<file path="src/rtl/gearbox_lane_sched.sv">
// gearbox_lane_sched: round-robin burst scheduler feeding one gearbox input.
// A grant lasts BURST blocks; starved bursts are padded with IDLE_BLOCK to keep gearbox period alignment.
module gearbox_lane_sched #(
  parameter int NUM_REQ = 4,
  parameter int DW = 132,
  parameter int BURST = 32,
  parameter int STALL_MAX = 16,
  parameter logic [DW-1:0] IDLE_BLOCK = {4'h1, 128'h0}
) (
  input  logic                  clk,
  input  logic                  rst,
  input  logic                  enable,
  input  logic [NUM_REQ-1:0]    req_valid,
  input  logic [NUM_REQ*DW-1:0] req_data,
  output logic [NUM_REQ-1:0]    req_ready,
  output logic [DW-1:0]         gb_din,
  output logic                  gb_din_valid,
  input  logic                  gb_din_ready,
  output logic                  grant_active,
  output logic [2:0]            grant_id,
  output logic [4:0]            blk_cnt,
  output logic [15:0]           pad_cnt
);
  localparam int SW = $clog2(STALL_MAX + 1);
  typedef enum logic [1:0] {S_IDLE, S_BURST, S_PAD} state_t;
  state_t state_q, state_d;
  logic [2:0] grant_q, grant_d, sel;
  logic [4:0] blk_q, blk_d;
  logic [15:0] pad_q, pad_d;
  logic [SW-1:0] stall_q, stall_d, stall_inc;
  logic found, g_valid, last, thresh;
  logic [DW-1:0] g_data;
  always_comb begin
    found = 1'b0;
    sel = grant_q;
    g_valid = 1'b0;
    g_data = '0;
    req_ready = '0;
    // search starts just after the last grant, so every requester gets a turn
    for (int k = 1; k <= NUM_REQ; k++)
      for (int i = 0; i < NUM_REQ; i++)
        if (!found && req_valid[i] && i == (int'(grant_q) + k) % NUM_REQ) begin
          found = 1'b1;
          sel = 3'(i);
        end
    for (int i = 0; i < NUM_REQ; i++)
      if (grant_q == 3'(i)) begin
        g_valid = req_valid[i];
        g_data = req_data[i*DW +: DW];
        req_ready[i] = (state_q == S_BURST) && gb_din_ready;
      end
    stall_inc = stall_q + 1'b1;
    thresh = int'(stall_inc) >= STALL_MAX;
    last = blk_q == 5'(BURST - 1);
    state_d = state_q;
    grant_d = grant_q;
    blk_d = blk_q;
    pad_d = pad_q;
    stall_d = stall_q;
    gb_din = '0;
    gb_din_valid = 1'b0;
    case (state_q)
      S_IDLE: if (enable && found) begin
        grant_d = sel;
        state_d = S_BURST;
      end
      S_BURST: begin
        gb_din = g_data;
        gb_din_valid = g_valid;
        if (gb_din_ready && g_valid) begin
          stall_d = '0;
          blk_d = last ? '0 : blk_q + 1'b1;
          state_d = last ? S_IDLE : S_BURST;
        end else if (gb_din_ready) begin
          stall_d = thresh ? '0 : stall_inc;
          state_d = thresh ? S_PAD : S_BURST;
        end
      end
      S_PAD: begin
        gb_din = IDLE_BLOCK;
        gb_din_valid = 1'b1;
        if (gb_din_ready) begin
          blk_d = last ? '0 : blk_q + 1'b1;
          pad_d = &pad_q ? pad_q : pad_q + 1'b1;
          state_d = last ? S_IDLE : S_PAD;
        end
      end
      default: state_d = S_IDLE;
    endcase
  end
  always_ff @(posedge clk) begin
    if (rst) begin
      state_q <= S_IDLE;
      grant_q <= 3'(NUM_REQ - 1);
      blk_q <= '0;
      pad_q <= '0;
      stall_q <= '0;
    end else begin
      state_q <= state_d;
      grant_q <= grant_d;
      blk_q <= blk_d;
      pad_q <= pad_d;
      stall_q <= stall_d;
    end
  end
  assign grant_active = state_q != S_IDLE;
  assign grant_id = grant_q;
  assign blk_cnt = blk_q;
  assign pad_cnt = pad_q;
endmodule
</file>
<file path="config.mk">
export PLATFORM = sky130hd
export DESIGN_NAME = gearbox_lane_sched
export DESIGN_NICKNAME = d
export VERILOG_FILES = /design/src/rtl/gearbox_lane_sched.sv
export SDC_FILE = /design/constraint.sdc
export NUM_CORES = 1
export LEC_CHECK = 0
export ABC_AREA = 1
export ABC_CLOCK_PERIOD_IN_PS = 2700
export CORE_AREA = 5 5 270 272
export CTS_CLUSTER_DIAMETER = 50
export DETAILED_ROUTE_END_ITERATION = 10
export DIE_AREA = 0 0 275 277
export PLACE_DENSITY_LB_ADDON = 0.25
export SYNTH_ARGS = -nofsm -noshare
export SYNTH_HDL_FRONTEND = slang
export SYNTH_SLANG_ARGS = --single-unit
</file>
<file path="constraint.sdc">
create_clock -name clk -period 2.7 [get_ports clk]
set_input_delay 0.405 -clock clk [delete_from_list [all_inputs] [get_ports clk]]
set_output_delay 0.405 -clock clk [all_outputs]
set_load 0.01 [all_outputs]
</file>
==> impl_metrics.ini <==
[timing]
setup_viol = 0
setup_tns_ps = 0
hold_violations = 0
max_freq_ghz = 0.384
post-route-worst-setup-slack_ps = 97.0
slew_viol_final = 0
finalCriticalPeriod_ps = 2600
finalCritPeriodShare_pct = 96.4
worst_clock_skew_ps = 2.34

[global_routing]
grt_max_degree = 100
antenna_found_initial = 18
grt_pass1_vias = 10800
grt_pass1_wl_um = 73600
grt.total_usage_pct = 12.8
overflow = 0

[critical_path]
r2r_start = grant_id[1]$_SDFFE_PP1P_
crit_path_start_kind = flip-flop
crit_start = state_q[0]$_SDFFE_PP0P_
r2r_setup_slack_ps = 380
critPathMaxStageDelay_ps = 560
reg2regPathDepth = 12
crit_type = flip-flop to output port
crit_cells = 8
crit_fanout = 17
r2r_end = blk_cnt[3]$_SDFFE_PP0P_
crit_path_top_delay_cell = clkdlybuf4s50_1
crit_family = buffers and inverters
endpoint = gb_din[93]
path_common_cell = inv_1
crit_buf_inv = 5
worstPathCellList = inv_1 -> ha_1 -> nand2_2 -> inv_8 -> buf_12 -> o211ai_1 -> inv_1 -> clkdlybuf4s50_1
critPathCaptureType = output port
critPathArrivalTime_ps = 2200
cp.required_ps = 2300

[pwr]
combPwrFrac_pct = 85.6
intPower_mw = 4.01
p_per_area_nw_per_um2 = 577
irDropWorstVdd_uv = 418
switchingPower_mw = 4.34
p_leak_nw = 5.99
p_sw_share_pct = 51.9
p_seq_share_pct = 7.4
p_clk_share_pct = 7.0

[place]
gp_congestion = 0.857
dp_cells = 2654
dp_hpwl_um = 41900
port-buffer-count = 696
pre_cts_ws_ps = 41.2

[die]
core_area_um2 = 70500
rows = 98
start_util_pct = 8.17
die_width_um = 275
die_height_um = 277
dieArea_um2 = 76200
io_pins = 698

[synthesis]
yosys_warnings = 0
synth_edf_count = 0
synthArstFlopShare_pct = 0
synth-seq-area-share_pct = 10.4
syn_nets = 1603
synthFlopType = dfxtp_1
synthCells = 1059
syn_avg_cell_area_um2 = 5.44
synth.distinct_cells = 40
synth_seq_cells = 30
syn_area_um2 = 5760

[detailed_routing]
routed_wl_um = 53300
vias_per_cell = 3.78
drc = 0
first_pass_iters = 4
num_vias = 10200
initialDrtViolationCount = 409
ant_nets = 0
wl_per_cell_um = 19.8

[flow_run]
max_cap_violations = 0

[clock_network]
cts-htree-levels = 2
clk_pin_slew_ps = 50
postCtsHoldBufs = 0
cts_sinks = 30
cts_root_buffer = clkbuf_16
cts_buffer_depth = 2
clk_latency_ps = 280
tritoncts = done
cts_buffers = 5

[layout]
num-fill-cells = 7970
layout-drive-gt1-share_pct = 7.52
stdcell_count = 2693
final_core_util_pct = 20.5
synthToLayoutAreaGrowth_pct = 151
nNetsFinal = 2271

[hold_path]
hp-class = flip-flop to flip-flop

[status]
outcome = complete, no violations
power groups by stage:
stage / clock network, mW / registers [mW] / logic [mW]
after floorplan: 0 / 0.567 / 3.43
final: 0.588 / 0.614 / 7.15
after global routing: 0.624 / 0.625 / 7.87
after CTS: 0.609 / 0.620 / 7.25
after detailed placement: 0 / 0.623 / 7.07
after global placement: 0 / 0.618 / 7.06
kinds of logic (layout without fill, tap and decap cells):
| group | Yosys count | in the layout | share of synthesized area (%) |
|---|---|---|---|
| buf+inv | 204 | 873 | 13.7 |
| flops | 30 | 30 | 10.4 |
| xor+xnor | 5 | 5 | 0.761 |
| other cells | 1 | 16 | 0.0651 |
| compound gates | 348 | 348 | 37.8 |
| fa+ha+maj | 8 | 8 | 1.74 |
| simple gates | 463 | 463 | 35.5 |
metrics by stage:
stage	hold WS (ps)	power (mW)	instance area, um2
floorplan	435	4.00	5760
global placement	447	7.68	14000
detailed placement	455	7.69	14000
CTS	468	8.48	14400
global route	510	9.12	14500
finish	464	8.35	14500
layout make-up:
cell class              instances  area (um2)  area share [%]
clock inverters                 2        12.5          0.0864
clock buffers                   6         139           0.960
well taps                     950        1190            8.21
diodes                         15        37.5           0.259
multi-input cells             825        4380            30.3
inverters                     117         454            3.14
flip-flops and latches         30         611            4.22
repair buffers                748        7650            52.9
synthesized netlist by cell type (all sizes together) (2+ instances only):
cell type / n / area, um2
a21oi: 67 / 335
buf: 11 / 61.3
clkbuf: 76 / 285
clkinv: 2 / 7.51
dfxtp: 30 / 601
ha: 8 / 100
inv: 115 / 437
nand2: 219 / 837
nand3: 85 / 440
nand4: 8 / 62.6
nor2: 115 / 488
nor3: 10 / 50.1
o211ai: 66 / 495
o21a: 9 / 67.6
o21ai: 125 / 626
o21bai: 10 / 75.1
o221ai: 47 / 412
o22ai: 19 / 119
or2: 25 / 156
xor2: 5 / 43.8
registers in the layout (all words and copies together), names as in the netlist:
register  flops
grant_id      2
blk_cnt       5
stall_q       5
state_q       2
pad_cnt      16
layout by cell type (no fill, tap or decap), types with 25 or more instances in the layout:
cell and instances:
nor2_1 106, o21ai_0 122, a21oi_1 66, dfxtp_1 26, clkdlybuf4s50_1 603, or2_2 25, nand3_1 82, inv_1 107
dlygate4sd2_1 66, o211ai_1 66, nand2_1 214, o221ai_1 47
what timing repair did:
| item | 4_1_cts | 5_1_grt |
|---|---|---|
| pin swaps | 2 | 3 |
| setup endpoints to repair | 110 | 66 |
| cloned | 6 | 1 |
| resized for setup | 90 | 48 |
| setup buffers | 5 | 4 |
worst register-to-register path: stages, from the launching register on:
cell and delay (ps):
dfxtp_4 460, inv_4 60, nor2_4 200, inv_2 100, buf_12 180, nor2_2 230, nor2_2 70, o21ai_0 90
inv_2 80, nand2_1 60, nand2_1 190, o21ai_1 350, nor3b_1 100
how the worst min path moves through the flow:
stage,from,end,slack (ps),cells after the start
4_1_cts,stall_q[4]$_SDFFE_PP0P_,stall_q[4]$_SDFFE_PP0P_,470,2
5_1_grt,stall_q[4]$_SDFFE_PP0P_,stall_q[4]$_SDFFE_PP0P_,510,2
6_report,stall_q[4]$_SDFFE_PP0P_,stall_q[4]$_SDFFE_PP0P_,460,2
2_1_floorplan,stall_q[4]$_SDFFE_PP0P_,stall_q[4]$_SDFFE_PP0P_,430,2
3_5_place_dp,stall_q[4]$_SDFFE_PP0P_,stall_q[4]$_SDFFE_PP0P_,460,2
3_3_place_gp,stall_q[4]$_SDFFE_PP0P_,stall_q[4]$_SDFFE_PP0P_,450,2
per-layer routing:
layer  track usage (%)  share of wire [%]  up-vias
li1                  -                  -     5007
met1              14.8                 39     4734
met2              23.0                 51      391
met3              3.71                7.9       45
met4              3.17                1.7        2
met5                 0              0.024        -
No activity file was read; power rests on OpenSTA's default activity.
